## src/rtl/data_table_ram_arb_pkg.sv

```systemverilog
// Shared types for the hash-table data RAM: word layout, pointer width, arbitration modes
// and the arbiter/clear state encoding.
package data_table_ram_arb_pkg;

   localparam int HEAD_PTR_WIDTH = 10;

   typedef struct packed {
      logic                      valid;
      logic [15:0]               key;
      logic [4:0]                value;
      logic [HEAD_PTR_WIDTH-1:0] next_ptr;
   } ram_data_t;

   localparam int ARB_FIXED = 0;
   localparam int ARB_RR    = 1;

   typedef enum logic {
      ST_IDLE  = 1'b0,
      ST_CLEAR = 1'b1
   } arb_state_e;

endpackage

```

## src/rtl/data_table_ram_arb_if.sv

```systemverilog
// Engine-side request/grant/data bundle for the data RAM arbiter; master = engines,
// slave = arbiter. Channel i occupies slice [i*WIDTH +: WIDTH] of each packed bus.
interface data_table_ram_arb_if #(
   parameter int CH_CNT  = 2,
   parameter int A_WIDTH = 10,
   parameter int D_WIDTH = 32
);
   logic [CH_CNT-1:0]         rd_req;
   logic [CH_CNT*A_WIDTH-1:0] rd_addr;
   logic [CH_CNT-1:0]         rd_gnt;
   logic [D_WIDTH-1:0]        rd_data;
   logic [CH_CNT-1:0]         rd_data_val;
   logic [CH_CNT-1:0]         wr_req;
   logic [CH_CNT*A_WIDTH-1:0] wr_addr;
   logic [CH_CNT*D_WIDTH-1:0] wr_data;
   logic [CH_CNT-1:0]         wr_gnt;

   modport master (
      output rd_req, rd_addr, wr_req, wr_addr, wr_data,
      input  rd_gnt, rd_data, rd_data_val, wr_gnt
   );

   modport slave (
      input  rd_req, rd_addr, wr_req, wr_addr, wr_data,
      output rd_gnt, rd_data, rd_data_val, wr_gnt
   );
endinterface

```

## src/rtl/data_table_ram_arb_rr_arbiter.sv

```systemverilog
// N-way one-hot arbiter, combinational grant; fixed (highest index) or round-robin.
// Pointer advances only on a granted cycle; advance_i low forces no grant and holds the pointer.
module rr_arbiter
   import data_table_ram_arb_pkg::*;
#(
   parameter int N    = 2,
   parameter int MODE = ARB_RR
) (
   input  logic         clk_i,
   input  logic         rst_i,
   input  logic [N-1:0] req_i,
   input  logic         advance_i,
   output logic [N-1:0] gnt_o
);
   localparam int PW = (N > 1) ? $clog2(N) : 1;

   logic [PW-1:0] ptr_q, ptr_d;

   always_comb begin
      gnt_o = '0;
      ptr_d = ptr_q;
      if (advance_i) begin
         if (MODE == ARB_FIXED) begin
            for (int i = 0; i < N; i++) begin
               if (req_i[i]) begin
                  gnt_o    = '0;
                  gnt_o[i] = 1'b1;
               end
            end
         end else begin
            // Walk offsets far-to-near so the nearest requester after the pointer wins.
            for (int off = N - 1; off >= 0; off--) begin
               for (int i = 0; i < N; i++) begin
                  if (((int'(ptr_q) + off) % N == i) && req_i[i]) begin
                     gnt_o    = '0;
                     gnt_o[i] = 1'b1;
                     ptr_d    = PW'((i + 1) % N);
                  end
               end
            end
         end
      end
   end

   always_ff @(posedge clk_i) begin
      if (rst_i) begin
         ptr_q <= '0;
      end else begin
         ptr_q <= ptr_d;
      end
   end

endmodule

```

## src/rtl/data_table_ram_arb.sv

```systemverilog
// Arbitrates CH_CNT engine read/write channels onto the data RAM ports with zero added latency,
// returns read data tagged after RAM_LATENCY cycles, and runs a lock-out zero-fill clear sweep.
module data_table_ram_arb
   import data_table_ram_arb_pkg::*;
#(
   parameter int CH_CNT      = 2,
   parameter int A_WIDTH     = HEAD_PTR_WIDTH,
   parameter int D_WIDTH     = $bits(ram_data_t),
   parameter int RAM_LATENCY = 2,
   parameter int ARB_MODE    = ARB_RR
) (
   input  logic               clk_i,
   input  logic               rst_i,
   data_table_ram_arb_if.slave eng,
   input  logic               clear_ram_run_i,
   output logic               clear_ram_done_o,
   output logic               busy_o,
   output logic [A_WIDTH-1:0] ram_rd_addr_o,
   output logic               ram_rd_en_o,
   input  logic [D_WIDTH-1:0] ram_rd_data_i,
   output logic [A_WIDTH-1:0] ram_wr_addr_o,
   output logic [D_WIDTH-1:0] ram_wr_data_o,
   output logic               ram_wr_en_o
);
   localparam logic [A_WIDTH-1:0] ADDR_ONE  = A_WIDTH'(1);
   localparam logic [A_WIDTH-1:0] ADDR_LAST = '1;

   arb_state_e         state_q, state_d;
   logic [A_WIDTH-1:0] clr_addr_q, clr_addr_d;
   logic [CH_CNT-1:0]  tag_q [RAM_LATENCY];
   logic [CH_CNT-1:0]  rd_gnt, wr_gnt;
   logic               arb_en;

   assign arb_en = (state_q == ST_IDLE);
   assign busy_o = (state_q == ST_CLEAR);

   rr_arbiter #(.N(CH_CNT), .MODE(ARB_MODE)) u_rd_arb (
      .clk_i     (clk_i),
      .rst_i     (rst_i),
      .req_i     (eng.rd_req),
      .advance_i (arb_en),
      .gnt_o     (rd_gnt)
   );

   rr_arbiter #(.N(CH_CNT), .MODE(ARB_MODE)) u_wr_arb (
      .clk_i     (clk_i),
      .rst_i     (rst_i),
      .req_i     (eng.wr_req),
      .advance_i (arb_en),
      .gnt_o     (wr_gnt)
   );

   assign eng.rd_gnt      = rd_gnt;
   assign eng.wr_gnt      = wr_gnt;
   assign eng.rd_data     = ram_rd_data_i;
   assign eng.rd_data_val = tag_q[RAM_LATENCY-1];

   // A restart request wins over the terminal address, so an aborted sweep never signals done.
   always_comb begin
      state_d          = state_q;
      clr_addr_d       = clr_addr_q;
      clear_ram_done_o = 1'b0;
      case (state_q)
         ST_IDLE: begin
            if (clear_ram_run_i) begin
               state_d    = ST_CLEAR;
               clr_addr_d = '0;
            end
         end
         ST_CLEAR: begin
            if (clear_ram_run_i) begin
               clr_addr_d = '0;
            end else begin
               clr_addr_d = clr_addr_q + ADDR_ONE;
               if (clr_addr_q == ADDR_LAST) begin
                  state_d          = ST_IDLE;
                  clear_ram_done_o = 1'b1;
               end
            end
         end
         default: state_d = ST_IDLE;
      endcase
   end

   always_comb begin
      ram_rd_en_o   = |rd_gnt;
      ram_rd_addr_o = '0;
      ram_wr_en_o   = 1'b0;
      ram_wr_addr_o = '0;
      ram_wr_data_o = '0;
      for (int i = 0; i < CH_CNT; i++) begin
         if (rd_gnt[i]) ram_rd_addr_o = eng.rd_addr[i*A_WIDTH +: A_WIDTH];
      end
      if (state_q == ST_CLEAR) begin
         ram_wr_en_o   = 1'b1;
         ram_wr_addr_o = clr_addr_q;
      end else begin
         ram_wr_en_o = |wr_gnt;
         for (int i = 0; i < CH_CNT; i++) begin
            if (wr_gnt[i]) begin
               ram_wr_addr_o = eng.wr_addr[i*A_WIDTH +: A_WIDTH];
               ram_wr_data_o = eng.wr_data[i*D_WIDTH +: D_WIDTH];
            end
         end
      end
   end

   always_ff @(posedge clk_i) begin
      if (rst_i) begin
         state_q    <= ST_IDLE;
         clr_addr_q <= '0;
         for (int k = 0; k < RAM_LATENCY; k++) tag_q[k] <= '0;
      end else begin
         state_q    <= state_d;
         clr_addr_q <= clr_addr_d;
         tag_q[0]   <= rd_gnt;
         for (int k = 1; k < RAM_LATENCY; k++) tag_q[k] <= tag_q[k-1];
      end
   end

endmodule

```

## src/flat_wrapper.sv

```systemverilog
// flat-port wrapper written by rule: the top's interface ports become plain ports
module data_table_ram_arb_flat import data_table_ram_arb_pkg::*;
#(
   parameter int CH_CNT      = 2,
   parameter int A_WIDTH     = HEAD_PTR_WIDTH,
   parameter int D_WIDTH     = $bits(ram_data_t),
   parameter int RAM_LATENCY = 2,
   parameter int ARB_MODE    = ARB_RR
)
  (clk_i, rst_i, clear_ram_run_i, clear_ram_done_o, busy_o, ram_rd_addr_o, ram_rd_en_o, ram_rd_data_i, ram_wr_addr_o, ram_wr_data_o, ram_wr_en_o, eng_rd_req, eng_rd_addr, eng_wr_req, eng_wr_addr, eng_wr_data, eng_rd_gnt, eng_rd_data, eng_rd_data_val, eng_wr_gnt);
  data_table_ram_arb_if #(.CH_CNT(CH_CNT), .A_WIDTH(A_WIDTH), .D_WIDTH(D_WIDTH)) eng_i ();
  input  logic clk_i;
  input  logic rst_i;
  input  logic clear_ram_run_i;
  output logic clear_ram_done_o;
  output logic busy_o;
  output logic [A_WIDTH-1:0] ram_rd_addr_o;
  output logic ram_rd_en_o;
  input  logic [D_WIDTH-1:0] ram_rd_data_i;
  output logic [A_WIDTH-1:0] ram_wr_addr_o;
  output logic [D_WIDTH-1:0] ram_wr_data_o;
  output logic ram_wr_en_o;
  input wire logic [$bits(eng_i.rd_req)-1:0] eng_rd_req;
  input wire logic [$bits(eng_i.rd_addr)-1:0] eng_rd_addr;
  input wire logic [$bits(eng_i.wr_req)-1:0] eng_wr_req;
  input wire logic [$bits(eng_i.wr_addr)-1:0] eng_wr_addr;
  input wire logic [$bits(eng_i.wr_data)-1:0] eng_wr_data;
  output wire logic [$bits(eng_i.rd_gnt)-1:0] eng_rd_gnt;
  output wire logic [$bits(eng_i.rd_data)-1:0] eng_rd_data;
  output wire logic [$bits(eng_i.rd_data_val)-1:0] eng_rd_data_val;
  output wire logic [$bits(eng_i.wr_gnt)-1:0] eng_wr_gnt;
  assign eng_i.rd_req = eng_rd_req;
  assign eng_i.rd_addr = eng_rd_addr;
  assign eng_i.wr_req = eng_wr_req;
  assign eng_i.wr_addr = eng_wr_addr;
  assign eng_i.wr_data = eng_wr_data;
  assign eng_rd_gnt = eng_i.rd_gnt;
  assign eng_rd_data = eng_i.rd_data;
  assign eng_rd_data_val = eng_i.rd_data_val;
  assign eng_wr_gnt = eng_i.wr_gnt;
  data_table_ram_arb #(.CH_CNT(CH_CNT), .A_WIDTH(A_WIDTH), .D_WIDTH(D_WIDTH), .RAM_LATENCY(RAM_LATENCY), .ARB_MODE(ARB_MODE)) u_core (.clk_i(clk_i), .rst_i(rst_i), .eng(eng_i), .clear_ram_run_i(clear_ram_run_i), .clear_ram_done_o(clear_ram_done_o), .busy_o(busy_o), .ram_rd_addr_o(ram_rd_addr_o), .ram_rd_en_o(ram_rd_en_o), .ram_rd_data_i(ram_rd_data_i), .ram_wr_addr_o(ram_wr_addr_o), .ram_wr_data_o(ram_wr_data_o), .ram_wr_en_o(ram_wr_en_o));
endmodule
```

## config.mk

```make
export PLATFORM = sky130hd
export DESIGN_NAME = data_table_ram_arb_flat
export DESIGN_NICKNAME = d
export VERILOG_FILES = /design/src/rtl/data_table_ram_arb_pkg.sv /design/src/rtl/data_table_ram_arb_if.sv /design/src/rtl/data_table_ram_arb_rr_arbiter.sv /design/src/rtl/data_table_ram_arb.sv /design/src/flat_wrapper.sv
export SDC_FILE = /design/constraint.sdc
export NUM_CORES = 1
export LEC_CHECK = 0
export ABC_AREA = 1
export CAP_MARGIN = 20
export CORE_ASPECT_RATIO = 0.6
export CORE_MARGIN = 10
export CORE_UTILIZATION = 26
export DETAILED_ROUTE_END_ITERATION = 8
export GPL_ROUTABILITY_DRIVEN = 0
export PLACE_DENSITY = 0.95
export SLEW_MARGIN = 25
export SYNTH_ARGS = -nofsm -noshare
export SYNTH_HDL_FRONTEND = slang
export SYNTH_SLANG_ARGS = --single-unit
```

## constraint.sdc

```tcl
create_clock -name clk_i -period 3 [get_ports clk_i]
set_input_delay 0.6 -clock clk_i [delete_from_list [all_inputs] [get_ports clk_i]]
set_output_delay 0.6 -clock clk_i [all_outputs]
set_load 0.02 [all_outputs]
```

Word level (Yosys, flattened, before mapping)
Memories as Yosys holds them, arrays and structs flattened.
Cells that the tools add are included.
Operators by class
  add/subtract/negate cells: 3
  multipliers: 0
  divide/modulo/power cells: 0
  magnitude comparators: 0
  equality and inequality tests: 4
  shift operators: 0
  multiplexer cells: 42
  bitwise operators: 5
  reductions and logical operators: 18
Operators by type and width (count)
  $logic_not A32 Y1: 4
  $mux W32: 3
  $mux W10: 7
  $mux W1: 20
  $mux W2: 10
  $pmux W10 S2: 1
  $add A10 B1 Y10 const B: 1
  $eq A10 B10 Y1 const B: 1
  $logic_and A1 B1 Y1: 8
  $reduce_bool A4 Y1: 2
  $eq A2 B2 Y1 const B: 2
  $reduce_and A2 Y1: 2
  $reduce_or A2 Y1: 2
  $add A1 B1 Y1 const B: 2
  $and A1 B1 Y1 const A: 2
  $ne A2 B2 Y1 const B: 1
  $or A1 B1 Y1: 2
  $pmux W1 S2: 1
  $not A1 Y1: 1
Storage, ports and cells
  register bits after elaboration: 13
  latch bits: 0
  RAM bits: 4
  memory bits (read-only): 0
  input bits: 143
  word-level logic and storage cells: 77
  memories: 1
Memories
  u_core.tag_q: depth 2, bits a word 2, rd ports 2, clocked after Yosys merged registers in 0, write ports 2, line data_table_ram_arb.sv:30  | logic [CH_CNT-1:0] tag_q [RAM_LATENCY];

Logic depth before layout (Yosys ltp)
Gate-level depths: netlist of run 1.
  depth after elaboration: 12
  gate-level depth with buffers: 7
  gate-level depth less buffers: 7

Hierarchy
A second synthesis of run 1 with hierarchy kept.
Unflattened totals
  cell total of the unflattened synthesis: 335
  area, all modules: 1919.3 sq um
Modules (own cells, without submodules)
  data_table_ram_arb: instances 1, cells each 317, area an instance 1796.7 sq um, seq. area each 300.3 sq um
  rr_arbiter: instances 2, cells each 9, area an instance 61.3 sq um, seq. area each 20.0 sq um

Worst setup path before layout of run 1
No wires, ideal clock.
  path type: reg-to-output
  start point: reg u_core.state_q, in the netlist u_core.busy_o
  end point: out clear_ram_done_o
  arrival: 1452 ps
  data required time: 2400 ps
  setup slack: 948 ps
  cell stages (with the launch flop): 4
  path buffers: 1
  cells stage by stage: dfxtp_1 -> inv_2 -> buf_2 -> nor4_1
On the way
  longest elaborated chain between the ends: 1
Ends and longest elaborated chain
  start: declaration: line data_table_ram_arb.sv:28  | arb_state_e state_q, state_d;
  start signal: assignment: line data_table_ram_arb.sv:114  | state_q <= state_d;
  $mux W1: line data_table_ram_arb.sv:63  | case (state_q)
  end: declaration: line flat_wrapper.sv:15  | output logic clear_ram_done_o;
Every way passes these cells.

Final worst setup path of run 1
  start point: in eng_rd_req[1]
  end point: out ram_rd_addr_o[8]
On the way
  longest elaborated chain between the ends: 7
  elaborated cells on any way between the ends: 8
  classes of those cells: mux: 6; reduce/logical: 2
Ends and longest elaborated chain
  start: declaration: line flat_wrapper.sv:23  | input wire logic [$bits(eng_i.rd_req)-1:0] eng_rd_req;
  $logic_and A1 B1 Y1: line data_table_ram_arb_rr_arbiter.sv:34  | if (((int'(ptr_q) + off) % N == i) && req_i[i]) begin
  $mux W2 (2 in a row): line data_table_ram_arb_rr_arbiter.sv:34
  $mux W2 *: line data_table_ram_arb_rr_arbiter.sv:34
  $mux W2 *: line data_table_ram_arb_rr_arbiter.sv:22  | if (advance_i) begin
  $mux W10: line data_table_ram_arb.sv:92  | if (rd_gnt[i]) ram_rd_addr_o = eng.rd_addr[i*A_WIDTH +: A_WIDTH];
  $mux W10 *: line data_table_ram_arb.sv:92
  end: declaration: line flat_wrapper.sv:17  | output logic [A_WIDTH-1:0] ram_rd_addr_o;
Mark *: on every way between the ends. The rest lies on a longest branch, timed or not.

==> results.ini, run 1 <==
[placement]
port_buffers = 172
hpwl_mm = 7.80
placed_cells = 454
placed_cell_area_um2 = 3260

[final_layout]
final_common_cell = clkdlybuf4s50_1
diodes = 0
nets = 520
post-route-util = 0.539
syn_to_final_growth_pct = 99.0
fin_cells = 459
layout-drive-gt1-share = 0.0667
final_cell_mix = clkdlybuf4s50_1 (130), nand2_1 (48), a22o_1 (42)
design_area_um2 = 3340

[drt]
routed_via_density = 4.87
wl_per_cell_um = 20.3
drcViolationCount = 0
final_antenna_net_count = 0
drt-pass1-iter-count = 6
drt_wl_total_mm = 9.30
drt_iter0_markers = 183
vias = 2235

[floorplanning]
rows = 22
die_y_um = 82.2
start_util = 0.271
die-width_um = 124
ios = 237
core_region_area_um2 = 6190
dieArea_um2 = 10200

[pwr]
switchingPower_uw = 314
p_leak_uw = 0.00163
total_power_uw = 927
combPwrFrac = 0.564
p_clk_frac = 0.183
internal_power_uw = 613
switching_share = 0.339
max-vdd-ir-drop_v = 0.000175
p_per_area_nw_per_um2 = 278
pwr-share-seq = 0.253

[clock_tree]
postCtsHoldBufs = 0
clk_pin_slew_ns = 0.07
root_buffer = clkbuf_8
htreeDepth = 1
clock_sinks = 17
cts_made_buffers = 3
cts_tree = yes
clockBufferDepth = 2
clk_latency_ns = 0.25

[critical_path]
cp_max_fo = 11
endpoint_kind = output pin
crit_required_ns = 2.40
crit_type = in2out
worst_setup_path_start_kind = primary input
cp.arrival_ns = 2.35
r2r-end = u_core.busy_o
r2r_slack_ns = 1.69
worstRegToRegCells = 6
r2r-start = u_core.clr_addr_q[1]

[timing]
fmax_mhz = 340
drv_slew = 0
setup_violations = 0
hold_viol = 0
timing.hold.ws_ns = 0.405
min_period_ns = 2.95
worstMarginPinSlew_ns = 0.468
final.setup_skew_ns = 0.00516
post-route-period-util = 0.982
slew_headroom = 0.687

[synthesis]
yosys_register_bits = 17
netlist_area_um2 = 1680
synth_top_family_by_area = compound AO/OA/AOI/OAI gates
synth-compound-area-share = 0.310
ys.flop_type = dfxtp_1
synth_top_cell_by_area = a22o_1
synth_cell_type_count = 22
synth-edff-count = 0
async_flop_share = 0
synth.net_count = 380
yosys-mux-area-fraction = 0
synth-seq-area-share = 0.203
synth_simple_gate_area_share = 0.223
synth-xor-area-share = 0
synthTopCellsByArea = a22o_1 (22%), dfxtp_1 (20%), buf_4 (15%)
avgSynthCellArea_um2 = 7.10
synthCells = 236
synth_fa_ha_area_frac = 0.00746
synth_top_area_frac = 0.219
ys_warn_count = 0

[job]
maxCapViolCount = 0

[grt]
grt_usage = 0.165
grt-ovfl-total = 0
first_global_vias = 2152
grt_max_degree = 35
grt_pass1_wl_mm = 13.2
antenna_found_initial = 0

[min_path]
holdPathStages = 2
hold_end = u_core.tag_q[0][3]
holdCritPathClass = reg2reg
worstHoldStart = u_core.tag_q[0][1]

[outcome]
status = finished clean

-- layer usage --
layer  wire length, um  track usage  share of wire
met5                 0            0              0
met4               108       0.0266          0.012
met3               885       0.0569          0.095
met2              4610        0.290           0.50
met1              3700        0.195           0.40
-- power groups by stage --
stage,clock network [uW],registers (uW),logic (uW)
2_1_floorplan,0,241,283
3_3_place_gp,0,240,537
3_5_place_dp,0,240,546
4_1_cts,177,235,528
5_1_grt,190,235,552
6_report,170,235,522
-- state kept, by name, summed over array words and instances (netlist names) --
signal	flops
u_core.u_wr_arb.ptr_q	1
u_core.u_rd_arb.ptr_q	1
u_core.clr_addr_q	10
u_core.tag_q	4
u_core.busy_o	1
-- synth_stat cells (2+ instances only) --
master / instances
a21oi_1: 11
a22o_1: 42
buf_2: 8
buf_4: 34
buf_6: 5
dfxtp_1: 17
inv_1: 19
inv_2: 2
nand2_1: 48
nand3_1: 10
nand3_2: 2
nor2_1: 16
nor2_4: 2
o211ai_1: 6
o21ai_0: 7
-- layout make-up --
class | instances | area, um2
repair buffers | 182 | 1860
well taps | 84 | 105
multi-input cells | 151 | 906
flip-flops and latches | 17 | 340
clock buffers | 4 | 45.0
inverters | 21 | 82.6
fillers | 599 | 2860
-- metrics by stage --
step,TNS [ns],worst slack [ns]
floorplan,0,0.948
global placement,-0.0259,-0.0192
detailed placement,-0.315,-0.0654
CTS,0,0.00625
global route,-0.0796,-0.0253
finish,0,0.0546
-- worst max-delay path, stage by stage --
cell and delay [ns]:
clkdlybuf4s50_1 0.50, nand2_1 0.08, nand3_2 0.12, clkinvlp_4 0.22, a22o_1 0.27, clkdlybuf4s50_1 0.55
-- repair_timing --
item / 4_1_cts / 5_1_grt
endpoints found under the setup margin: 22 / 30
resized for setup: 22 / 22
buffers inserted: 0 / 1
-- worst max path at each step --
stage | startpoint | to
2_1_floorplan | u_core.busy_o | clear_ram_done_o
3_3_place_gp | eng_wr_req[1] | ram_wr_data_o[1]
3_5_place_dp | eng_wr_req[1] | ram_wr_addr_o[8]
4_1_cts | eng_wr_req[1] | ram_wr_data_o[25]
5_1_grt | eng_rd_req[1] | ram_rd_addr_o[7]
6_report | eng_rd_req[1] | ram_rd_addr_o[8]
-- kinds of logic after synthesis --
logic type,count (synthesis)
adders and majority gates,1
AOI/OAI and AO/OA,67
buffers and inverters,68
DFF,17
and+or+nand+nor,83
(Power assumes the default switching activity.)
==> run 2: changes to the inputs <==
--- a/config.mk
+++ b/config.mk
@@ -13,6 +13,7 @@
 export DETAILED_ROUTE_END_ITERATION = 8
 export GPL_ROUTABILITY_DRIVEN = 0
 export PLACE_DENSITY = 0.95
+export SKIP_CTS_REPAIR_TIMING = 1
 export SLEW_MARGIN = 25
 export SYNTH_ARGS = -nofsm -noshare
 export SYNTH_HDL_FRONTEND = slang
==> constraint.sdc (replaced) <==
create_clock -name clk_i -period 3.7 [get_ports clk_i]
set_input_delay 0.74 -clock clk_i [delete_from_list [all_inputs] [get_ports clk_i]]
set_output_delay 0.74 -clock clk_i [all_outputs]
set_load 0.02 [all_outputs]
==> results.ini, run 2 (synthesis gave the netlist of run 1 again) <==
[outcome]
status = finished clean

[timing]
setup-tns-final_ns = 0
min_period_ns = 3.44
rsz0062_at_grt = no
setup_violations = 0
post-route-period-util = 0.929
layout_setup_ws_ns = 0.262
worstMarginPinSlew_ns = 0.552
fmax_mhz = 291
final.setup_skew_ns = 0.00589
slew_headroom = 0.631
hold_viol = 0
drv_slew = 0

[pwr]
max-vdd-ir-drop_v = 0.000138
total_power_uw = 766
p_per_area_nw_per_um2 = 237
p_leak_uw = 0.00125

[final_layout]
largestRegisters = u_core.clr_addr_q (10), u_core.tag_q (4)
final_cell_mix = clkdlybuf4s50_1 (172), nand2_1 (48), a22o_1 (42)
diodes = 0
top_register = u_core.clr_addr_q
layout-drive-gt1-share = 0.0436
largest_register_ffs = 10
syn_to_final_growth_pct = 93.1
post-route-util = 0.523
final_common_cell = clkdlybuf4s50_1
design_area_um2 = 3240
nets = 512

[placement]
port_buffers = 172
placed_cell_area_um2 = 3190
hpwl_mm = 7.51
dpl_worst_slack_ns = 0.249

[min_path]
holdCritPathClass = reg2reg

[drt]
drt_iter0_markers = 170
routed_via_density = 4.79
final_antenna_net_count = 0
drt_wl_total_mm = 8.98
vias = 2161
drcViolationCount = 0
wl_per_cell_um = 19.9
drt-pass1-iter-count = 4

[floorplanning]
rows = 22
start_util = 0.271
ios = 237
dieArea_um2 = 10200
die_y_um = 82.2
die-width_um = 124
core_region_area_um2 = 6190

[critical_path]
endpoint_kind = output pin
slowest_delay_ns = 0.63
crit_top_cell = clkdlybuf4s50_1
path_cells = clkdlybuf4s50_1 -> nand2_2 -> nand3_2 -> inv_2 -> buf_12 -> a22o_1 -> clkdlybuf4s50_1
worst_setup_path_start_kind = primary input
crit_required_ns = 2.96
cp_max_fo = 30
critPathBufInv = 4
slowest_stage = clkdlybuf4s50_1
crit_type = in2out
crit_family = buffers and inverters
cp.arrival_ns = 2.70

[clock_tree]
clk_latency_ns = 0.25
clk_pin_slew_ns = 0.07
root_buffer = clkbuf_8
htreeDepth = 1
cts_made_buffers = 3
clockBufferDepth = 2
cts_tree = yes
clock_sinks = 17

[grt]
grt_max_degree = 44
antenna_found_initial = 0
first_global_vias = 2119
grt_pass1_wl_mm = 12.7
grt_usage = 0.158
grt-ovfl-total = 0

[job]
maxCapViolCount = 0

[run 2: worst register-to-register path, stage by stage (launching register included)]
cell and delay [ns]:
dfxtp_1 0.67, inv_2 0.27, nor2_1 0.24, o21ai_0 0.12, a21oi_1 0.16
[run 2: area by class of cell]
class	instances	area, um2
clock inverters	1	5.00
multi-input cells	151	906
inverters	21	78.8
flip-flops and latches	17	340
well taps	84	105
clock buffers	3	41.3
repair buffers	174	1760
fillers	582	2960
[run 2: final timing paths]
kind / start / to / slack (ns) / cells after the start
hold reg to reg: u_core.tag_q[0][1] / u_core.tag_q[0][3] / 0.39 / 2
setup reg to reg: u_core.busy_o / u_core.clr_addr_q[4] / 2.17 / 4
setup / recovery: eng_wr_req[1] / ram_wr_data_o[31] / 0.26 / 7
hold / removal: u_core.tag_q[0][1] / u_core.tag_q[0][3] / 0.39 / 2
[run 2: per-layer routing]
| layer | GRT usage | up-vias | wire, um |
|---|---|---|---|
| met5 | 0 | - | 0 |
| met4 | 0.0208 | 0 | 116 |
| met3 | 0.0698 | 12 | 1000 |
| met2 | 0.259 | 123 | 4250 |
| met1 | 0.192 | 985 | 3610 |
| li1 | - | 1041 | - |
[run 2: report_power, final]
group | internal (uW) | switching (uW) | leakage [uW] | total (uW)
Clock | 74.8 | 68.6 | 0.0000255 | 143
Sequential | 188 | 5.51 | 0.000138 | 193
Combinational | 243 | 186 | 0.00109 | 429
[run 2: metrics by stage]
| step | std cells | hold slack, ns |
|---|---|---|
| CTS | 451 | 0.400 |
| finish | 451 | 0.395 |
| floorplan | 236 | 0.388 |
| detailed placement | 447 | 0.393 |
| global route | 451 | 0.448 |
| global placement | 447 | 0.391 |
